[src/rtl/result_fifo.sv]
// First-word-fall-through result buffer behind the exponential wrapper, with
// a sticky overflow flag and a saturating count of completed wrapper jobs.
module result_fifo #(
   parameter int DATA_W = 21,
   parameter int DEPTH  = 8,
   parameter int CNT_W  = $clog2(DEPTH) + 1
) (
   input  logic              clk,
   input  logic              rst,
   input  logic              wr_reg,
   input  logic [DATA_W-1:0] wr_data,
   input  logic              w_done,
   input  logic              rd_ready,
   output logic              rd_valid,
   output logic [DATA_W-1:0] rd_data,
   output logic              full,
   output logic              empty,
   output logic [CNT_W-1:0]  level,
   output logic              ovf,
   input  logic              clr_ovf,
   output logic [7:0]        job_cnt
);

   localparam int PTR_W = $clog2(DEPTH);

   logic [DATA_W-1:0] mem [DEPTH];
   logic [PTR_W-1:0]  wrptr;
   logic [PTR_W-1:0]  rdptr;
   logic              push;
   logic              pop;
   logic              drop;

   assign empty    = (level == '0);
   assign full     = (level == CNT_W'(DEPTH));
   assign rd_valid = !empty;
   assign rd_data  = empty ? '0 : mem[rdptr];

   // A pop frees the slot the same cycle, so a push at full is still accepted.
   assign pop  = rd_valid & rd_ready;
   assign push = wr_reg & (!full | pop);
   assign drop = wr_reg & full & !pop;

   // NOTE: the storage array carries no reset; stale words are unreachable
   // because level gates rd_data, and leaving it out keeps plain flop arrays.
   always_ff @(posedge clk) begin
      if (push && !rst) begin
         mem[wrptr] <= wr_data;
      end
   end

   // NOTE: all sequential state uses non-blocking assignments so every
   // register samples the pre-edge values of its neighbours.
   always_ff @(posedge clk) begin
      if (rst) begin
         wrptr <= '0;
         rdptr <= '0;
         level <= '0;
      end else begin
         if (push) wrptr <= wrptr + 1'b1;
         if (pop)  rdptr <= rdptr + 1'b1;
         case ({push, pop})
            2'b10:   level <= level + 1'b1;
            2'b01:   level <= level - 1'b1;
            default: level <= level;
         endcase
      end
   end

   // A drop in the same cycle as clr_ovf leaves the flag set.
   always_ff @(posedge clk) begin
      if (rst) begin
         ovf <= 1'b0;
      end else if (drop) begin
         ovf <= 1'b1;
      end else if (clr_ovf) begin
         ovf <= 1'b0;
      end
   end

   always_ff @(posedge clk) begin
      if (rst) begin
         job_cnt <= '0;
      end else if (w_done && job_cnt != 8'hFF) begin
         job_cnt <= job_cnt + 1'b1;
      end
   end

endmodule

[config.mk]
export PLATFORM = sky130hd
export DESIGN_NAME = result_fifo
export DESIGN_NICKNAME = d
export VERILOG_FILES = /design/src/rtl/result_fifo.sv
export SDC_FILE = /design/constraint.sdc
export NUM_CORES = 1
export LEC_CHECK = 0
export ABC_AREA = 1
export CAP_MARGIN = 30
export CORE_UTILIZATION = 62
export DETAILED_ROUTE_END_ITERATION = 7
export PLACE_DENSITY_LB_ADDON = 0.08
export SLEW_MARGIN = 10
export SYNTH_ARGS = -nofsm -noshare
export SYNTH_HDL_FRONTEND = slang
export SYNTH_SLANG_ARGS = --single-unit
[constraint.sdc]
create_clock -name clk -period 10.2 [get_ports clk]
set_clock_uncertainty 0.15 [all_clocks]
set_input_delay 3.06 -clock clk [delete_from_list [all_inputs] [get_ports clk]]
set_output_delay 3.06 -clock clk [all_outputs]
set_load 0.005 [all_outputs]
==> reports/qor.json, run 1 <==
{
  "clock_network": {
    "clk_transition_reported_paths_ps": 60,
    "ctsHoldBuffers": 0,
    "clk_path_buf_depth": 2,
    "post-cts-setup-buffers": 0,
    "h-tree-depth": 4,
    "cts_num_sinks": 190,
    "insertion_delay_ps": 420,
    "tritoncts": "yes",
    "cts-root-buf": "clkbuf_16",
    "cts_buffers": 17,
    "cts_resized": 0
  },
  "die": {
    "io-pin-count": 64,
    "floorplan.rows": 40,
    "die_x_um": 113,
    "initial_core_util_pct": 63.5,
    "die_h_um": 113,
    "fp.dieArea_um2": 12700,
    "core_area_um2": 12000
  },
  "sta": {
    "final.setup.tns_ps": 0,
    "clock.fmax_ghz": 0.153,
    "post-route-period-util_pct": 64.2,
    "final-hold-violation-count": 0,
    "final.min_clock_period_ps": 6550,
    "worstMarginPinSlew_ps": 920,
    "setup_ws_ps": 3650,
    "relSlewSlack_pct": 38.6,
    "grt_setup_unrepaired": "false",
    "report.final.setup_viol": 0,
    "timing.final.max_slew_violations": 0
  },
  "synthesis": {
    "asyncSetResetFlopFracSynth_pct": 0,
    "yosysSeqAreaShare_pct": 71.9,
    "synth_top_cells_by_area": "edfxtp_1, nor2_1, o21ai_0",
    "number_of_warnings_printed_during_yosys_synthesis": 0,
    "syn-cell-area_um2": 7630,
    "dominantRegCellSynth": "edfxtp_1",
    "synth_enable_flop_cells": 168,
    "netlist.top_cell.by_area": "edfxtp_1",
    "post_synth_cell_types": 34,
    "ys_ff_latch": 190,
    "synthCells": 639,
    "post-synth-top-area-fraction_pct": 66.1,
    "postSynthNetCount": 670,
    "synth.avg_cell_area_um2": 11.9
  },
  "power": {
    "max-vdd-ir-drop_uv": 191,
    "comb_power_share_pct": 21.9,
    "leakagePower_nw": 3.12,
    "p_seq_share_pct": 43.5,
    "cellPowerDensity_nw_per_um2": 225,
    "power_share_of_the_clock_group_pct": 34.6,
    "intPower_w": 0.00150,
    "power.share.switching_pct": 26.1,
    "netSwitchingPower_w": 0.000532
  },
  "layout": {
    "insertedDiodeCount": 0,
    "most_frequent_cells_in_the_layout": "edfxtp_1, nor2_1, o21ai_0",
    "most_common_cell_after_layout_fill_and_taps_aside": "edfxtp_1",
    "drive_gt1_share_pct": 9.27,
    "fillers": 812,
    "area_growth_syn_to_layout_pct": 18.7,
    "fin_nets": 730
  },
  "placed_design": {
    "post-dp-hpwl_um": 8800,
    "place.gp.congestion": 0.791,
    "portBuffers": 63,
    "preCtsSetupSlack_ps": 4090
  },
  "detailed_routing": {
    "post-route-drc-count": 0,
    "drt-total-wl_um": 15800,
    "final_antenna_net_count": 0,
    "dr_total_vias": 5089,
    "viasPerCell": 5.92,
    "detail_route.first_pass.iterations": 5,
    "detail_route.iter0.violations": 516,
    "detail_route.wl_per_cell_um": 18.4
  },
  "global_route": {
    "overall_global_routing_usage_pct": 26.5,
    "grt_max_degree": 86,
    "initial_antenna_violation_count": 0,
    "grt_first_pass_wirelength_um": 25200,
    "grt_pass1_vias": 5020,
    "grt_remaining_overflow": 0
  },
  "critical_path": {
    "worstSetupPathType": "flop to output pin",
    "worstRegToRegCells": 7,
    "cp_data_required_time_ps": 6990,
    "crit_path_start_kind": "flop",
    "crit_path_end_kind": "output pin",
    "crit_arrival_ps": 3340,
    "critical_path_peak_fanout": 85
  },
  "job": {
    "drv.max_cap_violation_count": 0
  },
  "status": {
    "status": "completed"
  },
  "worst_hold_path": {
    "worstHoldPathType": "flop to flop",
    "whs_path_depth": 2
  }
}
## power groups by stage
stage,registers [W],logic [W],clock network (W)
final,0.000885,0.000445,0.000704
after global routing,0.000887,0.000496,0.000741
after CTS,0.000885,0.000446,0.000710
after detailed placement,0.000901,0.000442,0
after global placement,0.000900,0.000431,0
after floorplan,0.000899,0.000255,0
## path summary, 6_finish.rpt
path / startpoint / to / slack [ps]
worst min register to register: rdptr[2] / flop / 320
worst max-delay path: flop / rd_data[15] / 3650
worst min-delay path: rdptr[2] / flop / 320
worst max register to register: level[0] / mem[1][4] / 7510
## routing by layer
layer  vias up  part of all wire [%]  track usage, %
li1       2416                     -               -
met1      2487                    44            34.8
met2       166                    49            44.1
met3        20                   5.3            5.57
met4         0                   1.3            10.1
met5         -                     0               0
## cells in the mapped netlist (5+ instances only)
master,number
edfxtp_1,168
nor2_1,145
o21ai_0,108
nand2_1,29
inv_1,26
a31oi_1,22
dfxtp_1,22
o22ai_1,21
clkbuf_1,16
buf_2,13
a21oi_1,10
nand3_1,10
o21ai_1,8
inv_2,5
## layout make-up
cell class              instances  area (um2)  area share (%)
flip-flops and latches        190        5490            60.6
inverters                      32         121            1.34
well taps                     147         184            2.03
repair buffers                 75         721            7.96
multi-input cells             383        1900            21.0
clock buffers                  26         509            5.63
clock inverters                 6         129            1.42
## worst max-delay path, cell delays in order (launching register included)
cell and delay [ps]:
dfxtp_2 310, buf_4 640, inv_2 460, buf_4 430, o21ai_0 230, o22ai_1 80, o21ai_0 160, a31oi_1 80
clkdlybuf4s50_1 500
## state kept, by name (all words and copies together), names as in the netlist, named ones only
| signal | flops |
|---|---|
| mem | 168 |
| wrptr | 3 |
| rdptr | 3 |
| job_cnt | 8 |
| ovf | 1 |
| level | 4 |
## stage by stage
| step | cells | util [%] | total power [W] | hold slack (ps) | instance area [um2] |
|---|---|---|---|---|---|
| floorplan | 639 | - | 0.00115 | 283 | 7630 |
| global placement | 827 | 70.0 | 0.00133 | 295 | 8410 |
| detailed placement | 827 | 70.0 | 0.00134 | 308 | 8410 |
| CTS | 859 | 75.4 | 0.00204 | 322 | 9050 |
| global route | 859 | 75.4 | 0.00212 | 336 | 9050 |
| finish | 859 | 75.4 | 0.00203 | 321 | 9050 |
## cells by family after synthesis
group	Yosys count	share of synthesized area, %
fa+ha+maj	4	0.656
simple gates	202	11.2
flops	190	71.9
xor+xnor	3	0.345
buf+inv	66	3.56
compound gates	174	12.3
No activity file was read; power rests on OpenSTA's default activity.
==> inputs of run 2 (changes only) <==
--- a/config.mk
+++ b/config.mk
@@ -7,7 +7,7 @@
 export LEC_CHECK = 0
 export ABC_AREA = 1
 export CAP_MARGIN = 30
-export CORE_UTILIZATION = 62
+export CORE_UTILIZATION = 57
 export DETAILED_ROUTE_END_ITERATION = 7
 export PLACE_DENSITY_LB_ADDON = 0.08
 export SLEW_MARGIN = 10
==> constraint.sdc (replaced) <==
create_clock -name clk -period 6.12 [get_ports clk]
set_clock_uncertainty 0.15 [all_clocks]
set_input_delay 1.836 -clock clk [delete_from_list [all_inputs] [get_ports clk]]
set_output_delay 1.836 -clock clk [all_outputs]
set_load 0.005 [all_outputs]
==> run 2 against run 1 <==
  * First-iteration DRC count is 14% higher
  * Core utilization is 3.9 points lower
  * Critical path depth stayed put
  * Critical path type unchanged
  * Sequential power is 67% higher
  * Non-clock buffer count is 2 higher
  * Global-route usage is 1.2 points lower
==> reports/qor.json, run 2 (same netlist as run 1, synthesis figures left out) <==
{
  "die": {
    "fp.dieArea_um2": 13800,
    "die_x_um": 118,
    "floorplan.rows": 41,
    "initial_core_util_pct": 59.5,
    "core_area_um2": 12800,
    "io-pin-count": 64,
    "die_h_um": 118
  },
  "power": {
    "comb_power_share_pct": 21.8,
    "power_share_of_the_clock_group_pct": 35.9,
    "max-vdd-ir-drop_uv": 321,
    "intPower_w": 0.00257,
    "netSwitchingPower_w": 0.000914,
    "cellPowerDensity_nw_per_um2": 381,
    "p_seq_share_pct": 42.3,
    "leakagePower_nw": 3.15,
    "power.share.switching_pct": 26.2
  },
  "layout": {
    "area_growth_syn_to_layout_pct": 20.1,
    "insertedDiodeCount": 0,
    "fillers": 882,
    "most_common_cell_after_layout_fill_and_taps_aside": "edfxtp_1",
    "register_name_with_the_most_flops": "mem",
    "drive_gt1_share_pct": 9.66,
    "largest_register_ff_count": 168,
    "finalInstanceArea_um2": 9160,
    "largest_registers": "mem x168, job_cnt x8, level x4",
    "most_frequent_cells_in_the_layout": "edfxtp_1, nor2_1, o21ai_0",
    "count_of_non_filler_cells_in_the_finished_layout": 886,
    "fin_nets": 732
  },
  "clock_network": {
    "h-tree-depth": 4,
    "cts_resized": 0,
    "insertion_delay_ps": 430,
    "cts_buffers": 17,
    "clk_path_buf_depth": 2,
    "cts-root-buf": "clkbuf_16",
    "clk_transition_reported_paths_ps": 60,
    "tritoncts": "yes",
    "ctsHoldBuffers": 0,
    "post-cts-setup-buffers": 0,
    "cts_num_sinks": 190
  },
  "global_route": {
    "initial_antenna_violation_count": 0,
    "grt_first_pass_wirelength_um": 26500,
    "grt_remaining_overflow": 0,
    "grt_max_degree": 85,
    "grt_pass1_vias": 5097,
    "overall_global_routing_usage_pct": 25.2
  },
  "worst_hold_path": {
    "worstHoldPathType": "flop to flop",
    "whs_path_depth": 2
  },
  "status": {
    "status": "completed"
  },
  "sta": {
    "relSlewSlack_pct": 40.7,
    "grt_setup_unrepaired": "false",
    "clock.fmax_ghz": 0.196,
    "final.setup.tns_ps": 0,
    "final.min_clock_period_ps": 5110,
    "worstMarginPinSlew_ps": 889,
    "report.final.setup_viol": 0,
    "final-hold-violation-count": 0,
    "timing.final.max_slew_violations": 0,
    "fin_hold_ws_ps": 314,
    "post-route-period-util_pct": 83.5
  },
  "placed_design": {
    "post-dp-hpwl_um": 9370,
    "placedCellCount": 854,
    "portBuffers": 63,
    "place.gp.congestion": 0.805,
    "placed_area_um2": 8480
  },
  "detailed_routing": {
    "viasPerCell": 5.80,
    "final_antenna_net_count": 0,
    "dr_total_vias": 5142,
    "drt-total-wl_um": 16400,
    "detail_route.iter0.violations": 589,
    "detail_route.wl_per_cell_um": 18.5,
    "post-route-drc-count": 0,
    "detail_route.first_pass.iterations": 6
  },
  "critical_path": {
    "crit_arrival_ps": 3120,
    "critical_path_peak_fanout": 43,
    "cp_data_required_time_ps": 4130,
    "crit_path_start_kind": "flop",
    "worstRegToRegCells": 7,
    "worstSetupPathType": "flop to output pin",
    "crit_path_end_kind": "output pin"
  },
  "job": {
    "drv.max_cap_violation_count": 0
  }
}
[run 2: power groups by stage]
stage	Clock [W]	Combinational, W	Sequential (W)
final	0.00125	0.000761	0.00148
after global routing	0.00131	0.000842	0.00148
after detailed placement	0	0.000759	0.00150
after floorplan	0	0.000425	0.00150
after global placement	0	0.000732	0.00150
after CTS	0.00126	0.000765	0.00148
[run 2: worst paths after layout]
check / startpoint / to / slack (ps)
worst max-delay path: flop / rd_data[7] / 1010
worst min-delay path: rdptr[2] / rdptr[2] / 310
worst max register to register: level[1] / mem[7][6] / 3570
worst min register to register: rdptr[2] / rdptr[2] / 310
[run 2: final cells by class]
type                    instances  area, um2  share of cell area, %
clock buffers                  18        429                   4.69
multi-input cells             383       1910                   20.8
repair buffers                 77        756                   8.25
clock inverters                14        245                   2.68
inverters                      32        121                   1.33
well taps                     172        215                   2.35
flip-flops and latches        190       5490                   59.9
[run 2: critical path, stage by stage, from the launching register on]
cell             delay [ps]
dfxtp_1                 300
buf_4                   280
inv_1                   530
buf_4                   400
o21ai_0                 140
o22ai_1                 160
o21ai_0                 120
a31oi_1                 230
clkdlybuf4s50_1         540
[run 2: metal layers]
metal / vias to the layer above / part of all wire, % / global-route usage, %
met2: 182 / 49 / 41.1
met5: - / 0 / 0
li1: 2416 / - / -
met1: 2511 / 43 / 32.6
met4: 0 / 2.6 / 11.7
met3: 33 / 6.0 / 5.28
[run 2: stage by stage]
stage | utilization, % | power [W] | setup slack (ps)
3_3_place_gp | 65.8 | 0.00223 | 1450
3_5_place_dp | 66.2 | 0.00226 | 1480
6_report | 71.4 | 0.00349 | 1010
4_1_cts | 71.4 | 0.00350 | 1010
2_1_floorplan | - | 0.00192 | 1890
5_1_grt | 71.4 | 0.00363 | 848
==> inputs of run 3 (changes only) <==
==> constraint.sdc (replaced) <==
create_clock -name clk -period 5.21 [get_ports clk]
set_clock_uncertainty 0.15 [all_clocks]
set_input_delay 1.563 -clock clk [delete_from_list [all_inputs] [get_ports clk]]
set_output_delay 1.563 -clock clk [all_outputs]
set_load 0.005 [all_outputs]
==> run 3 against run 2 <==
  * Critical path type unchanged
  * First-iteration DRC count rose by 0.17%
  * Core utilization is 0.95 points lower
  * Combinational power rose by 17%
  * Register-to-register slack got worse by 690 ps
  * Power grew 11%
  * Clock-buffer cell count did not move
  * Global-route usage down 1.2 points
  * Non-clock buffer count is the same
  * Critical path depth is 2 lower
  * Worst setup slack got worse by 270 ps
==> reports/qor.json, run 3 (same netlist as run 1, synthesis figures left out) <==
{
  "power": {
    "cellPowerDensity_nw_per_um2": 427,
    "netSwitchingPower_w": 0.00107,
    "leakagePower_nw": 3.10,
    "p_seq_share_pct": 45.0,
    "max-vdd-ir-drop_uv": 339,
    "power_share_of_the_clock_group_pct": 32.0,
    "power.share.switching_pct": 27.8,
    "comb_power_share_pct": 23.1,
    "intPower_w": 0.00279
  },
  "clock_network": {
    "cts_buffers": 17,
    "insertion_delay_ps": 420,
    "clk_transition_reported_paths_ps": 70,
    "post-cts-setup-buffers": 0,
    "ctsHoldBuffers": 0,
    "tritoncts": "yes",
    "cts_resized": 0,
    "h-tree-depth": 4,
    "cts-root-buf": "clkbuf_16",
    "clk_path_buf_depth": 2,
    "cts_num_sinks": 190
  },
  "sta": {
    "clock.fmax_ghz": 0.224,
    "grt_setup_unrepaired": "false",
    "worstMarginPinSlew_ps": 862,
    "final-hold-violation-count": 0,
    "timing.final.max_slew_violations": 0,
    "fin_hold_ws_ps": 311,
    "post-route-period-util_pct": 85.8,
    "relSlewSlack_pct": 42.5,
    "final.setup.tns_ps": 0,
    "final.min_clock_period_ps": 4470,
    "report.final.setup_viol": 0
  },
  "placed_design": {
    "post-dp-hpwl_um": 9070,
    "place.gp.congestion": 0.814,
    "portBuffers": 63
  },
  "layout": {
    "register_name_with_the_most_flops": "mem",
    "drive_gt1_share_pct": 9.68,
    "largest_register_ff_count": 168,
    "largest_registers": "mem x168, job_cnt x8, level x4",
    "insertedDiodeCount": 0,
    "most_frequent_cells_in_the_layout": "edfxtp_1, nor2_1, o21ai_0",
    "area_growth_syn_to_layout_pct": 18.5,
    "most_common_cell_after_layout_fill_and_taps_aside": "edfxtp_1",
    "fin_nets": 732
  },
  "detailed_routing": {
    "detail_route.first_pass.iterations": 5,
    "final_antenna_net_count": 0,
    "drt-total-wl_um": 15900,
    "dr_total_vias": 5064,
    "detail_route.wl_per_cell_um": 18.0,
    "viasPerCell": 5.72,
    "post-route-drc-count": 0,
    "detail_route.iter0.violations": 590
  },
  "global_route": {
    "gr-usage-met1_pct": 32.5,
    "grtUsageMet3_pct": 4.89,
    "global_route.usage.met2_pct": 38.7,
    "grt_first_pass_wirelength_um": 25400,
    "grt_pass1_vias": 4868,
    "overall_global_routing_usage_pct": 24.0,
    "grt_remaining_overflow": 0,
    "global_route.peak_usage_layer": "met2",
    "grt_max_degree": 85,
    "initial_antenna_violation_count": 0
  },
  "die": {
    "fp.dieArea_um2": 13800,
    "floorplan.rows": 41,
    "die_x_um": 118,
    "io-pin-count": 64,
    "core_area_um2": 12800,
    "die_h_um": 118,
    "initial_core_util_pct": 59.5
  },
  "critical_path": {
    "worstSetupPathType": "flop to output pin",
    "crit_path_end_kind": "output pin",
    "crit_path_start_kind": "flop",
    "crit_arrival_ps": 2760,
    "critical_path_peak_fanout": 84,
    "cp_data_required_time_ps": 3500
  },
  "worst_hold_path": {
    "worstHoldPathType": "flop to flop"
  },
  "status": {
    "status": "completed"
  },
  "job": {
    "drv.max_cap_violation_count": 0
  }
}
## run 3: routing by layer
layer	wire (um)	up-vias
met2	7860	174
met3	868	10
met1	7010	2460
met4	156	0
li1	-	2420
met5	0	-
## run 3: power by group through the flow
stage               Clock, W  Sequential [W]  Combinational [W]
floorplan                  0         0.00176           0.000499
detailed placement         0         0.00177           0.000879
finish               0.00123         0.00173           0.000890
global route         0.00130         0.00174           0.000978
global placement           0         0.00176           0.000863
CTS                  0.00124         0.00173           0.000885
## run 3: area by class of cell
cell class	instances	area [um2]
Inverter	32	121
Clock inverter	13	124
Clock buffer	18	429
Timing Repair Buffer	77	761
Multi-Input combinational cell	383	1900
Fill cell	921	3790
Sequential cell	190	5490
Tap cell	172	215
## run 3: worst paths after layout
check                 from          to  slack [ps]  cells after the start
setup / recovery      flop  rd_data[0]         740                      6
hold / removal    rdptr[2]    rdptr[2]         310                      2
setup reg to reg  level[0]   mem[1][4]        2880                      7
hold reg to reg   rdptr[2]    rdptr[2]         310                      2
## run 3: worst max-delay path: stages, from the launching register on
cell and delay [ps]:
dfxtp_2 330, buf_4 670, o21ai_0 200, o22ai_1 170
o21ai_0 90, a31oi_1 280, clkdlybuf4s50_1 570
## run 3: metrics by stage
step	area [um2]	util [%]	worst slack [ps]	total power, W	instances
after floorplan	7630	-	1250	0.00226	639
after global placement	8460	66.0	1130	0.00263	853
after detailed placement	8460	66.0	1050	0.00265	853
after CTS	9020	70.3	609	0.00386	884
after global routing	9040	70.5	557	0.00402	885
final	9040	70.5	740	0.00386	885
==> RTL change: new RTL, settings of run 2 <==
Put one more register stage on the output `job_cnt`, with the module's reset. The value now appears one clock later. The other outputs are not delayed to match.
--- a/src/rtl/result_fifo.sv
+++ b/src/rtl/result_fifo.sv
@@ -24,2 +24,4 @@
    localparam int PTR_W = $clog2(DEPTH);
+
+   logic [7:0] job_cnt_s0;
 
@@ -81,5 +83,13 @@
       if (rst) begin
+         job_cnt_s0 <= '0;
+      end else if (w_done && job_cnt_s0 != 8'hFF) begin
+         job_cnt_s0 <= job_cnt_s0 + 1'b1;
+      end
+   end
+
+   always_ff @(posedge clk) begin
+      if (rst) begin
          job_cnt <= '0;
-      end else if (w_done && job_cnt != 8'hFF) begin
-         job_cnt <= job_cnt + 1'b1;
+      end else begin
+         job_cnt <= job_cnt_s0;
       end
Behaviour: not the same (a bounded check fails within 4 cycles, from zero or initial values and one cycle with rst high).
==> RTL change against run 2 <==
  * Area after synthesis grew 2.9%
  * Fmax up 5.0%
  * Setup slack better by 240 ps
  * Sequential cell count increased by 8
  * Final area rose by 1.5%
  * Die area grew 2.9%
  * Hold slack worse by 6.4 ps
  * Wire length fell by 0.35%
  * Total power is 2.8% lower
  * Critical path type unchanged
  * Critical endpoint is now rd_data[15]
==> RTL change: results (changes against run 2) <==
[synth]
synth.avg_cell_area_um2 = 11.8  ; -0.82%
syn_nets = 694  ; +3.6%
synth_compound_area_share_pct = 11.8  ; -0.46 points

[layout]
design.seq.count = 198  ; +4.2%
top_regs = mem x168, job_cnt x8, job_cnt_s0 x8
regArea_mm2 = 0.00565  ; +2.9%
final_area_mm2 = 0.00930  ; +1.5%
drive_above_1_share_pct = 9.36  ; -0.30 points
multi_input_gates = 393  ; +2.6%
buffer_area_share_pct = 8.00  ; -0.26 points
fillers = 952  ; +7.9%

[timing]
hold_ws_ps = 308  ; -6.39 ps
post-route-period-util_pct = 79.5  ; -4.0 points
tightest_slew_ps = 887  ; -1.91 ps

[worst_setup_path]
r2r-end = mem[4][20]$_DFFE_PP_
crit_end = rd_data[15]
regToRegSetupSlack_ps = 3610  ; +40 ps

[status]
status = complete, no violations

[place]
dp_hpwl_mm = 9.17  ; -2.1%
gp_congestion = 0.750  ; -6.8%

[pwr]
ir_worst_vdd_mv = 0.229  ; -29%
switching_share_pct = 26.8  ; +0.56 points
leakage_nw = 3.16  ; +0.25%

[routing]
avgRoutedWirePerCell_um = 17.9  ; -3.3%
drt_iter0_drc = 473  ; -20%
via_per_inst = 5.68  ; -2.1%
drt-pass1-iter-count = 5  ; -1

[grt]
track_usage_pct = 24.6  ; -0.69 points
grt_first_pass_wirelength_mm = 26.3  ; -0.96%
grt_pass1_vias = 5171  ; +1.5%

-- RTL change: power groups by stage --
stage,combinational (mW),sequential (mW),clock [mW]
after global routing,0.837,1.53,1.17
after CTS,0.757,1.53,1.12
after global placement,0.733,1.55,0
final,0.753,1.53,1.11
after floorplan,0.425,1.55,0
after detailed placement,0.746,1.56,0
-- RTL change: critical path, cell delays in order (launching register included) --
cell and delay, ps:
dfxtp_2 320, inv_2 490, buf_4 470, nor2_1 80, o22ai_1 180, o21ai_0 120
a31oi_1 240, clkdlybuf4s50_1 540
-- RTL change: routing by layer --
| layer | track usage, % | up-vias | wire [um] |
|---|---|---|---|
| li1 | - | 2481 | - |
| met1 | 32.1 | 2502 | 7210 |
| met2 | 40.2 | 165 | 7930 |
| met3 | 4.93 | 37 | 825 |
| met4 | 10.5 | 0 | 355 |
| met5 | 0 | - | 0 |
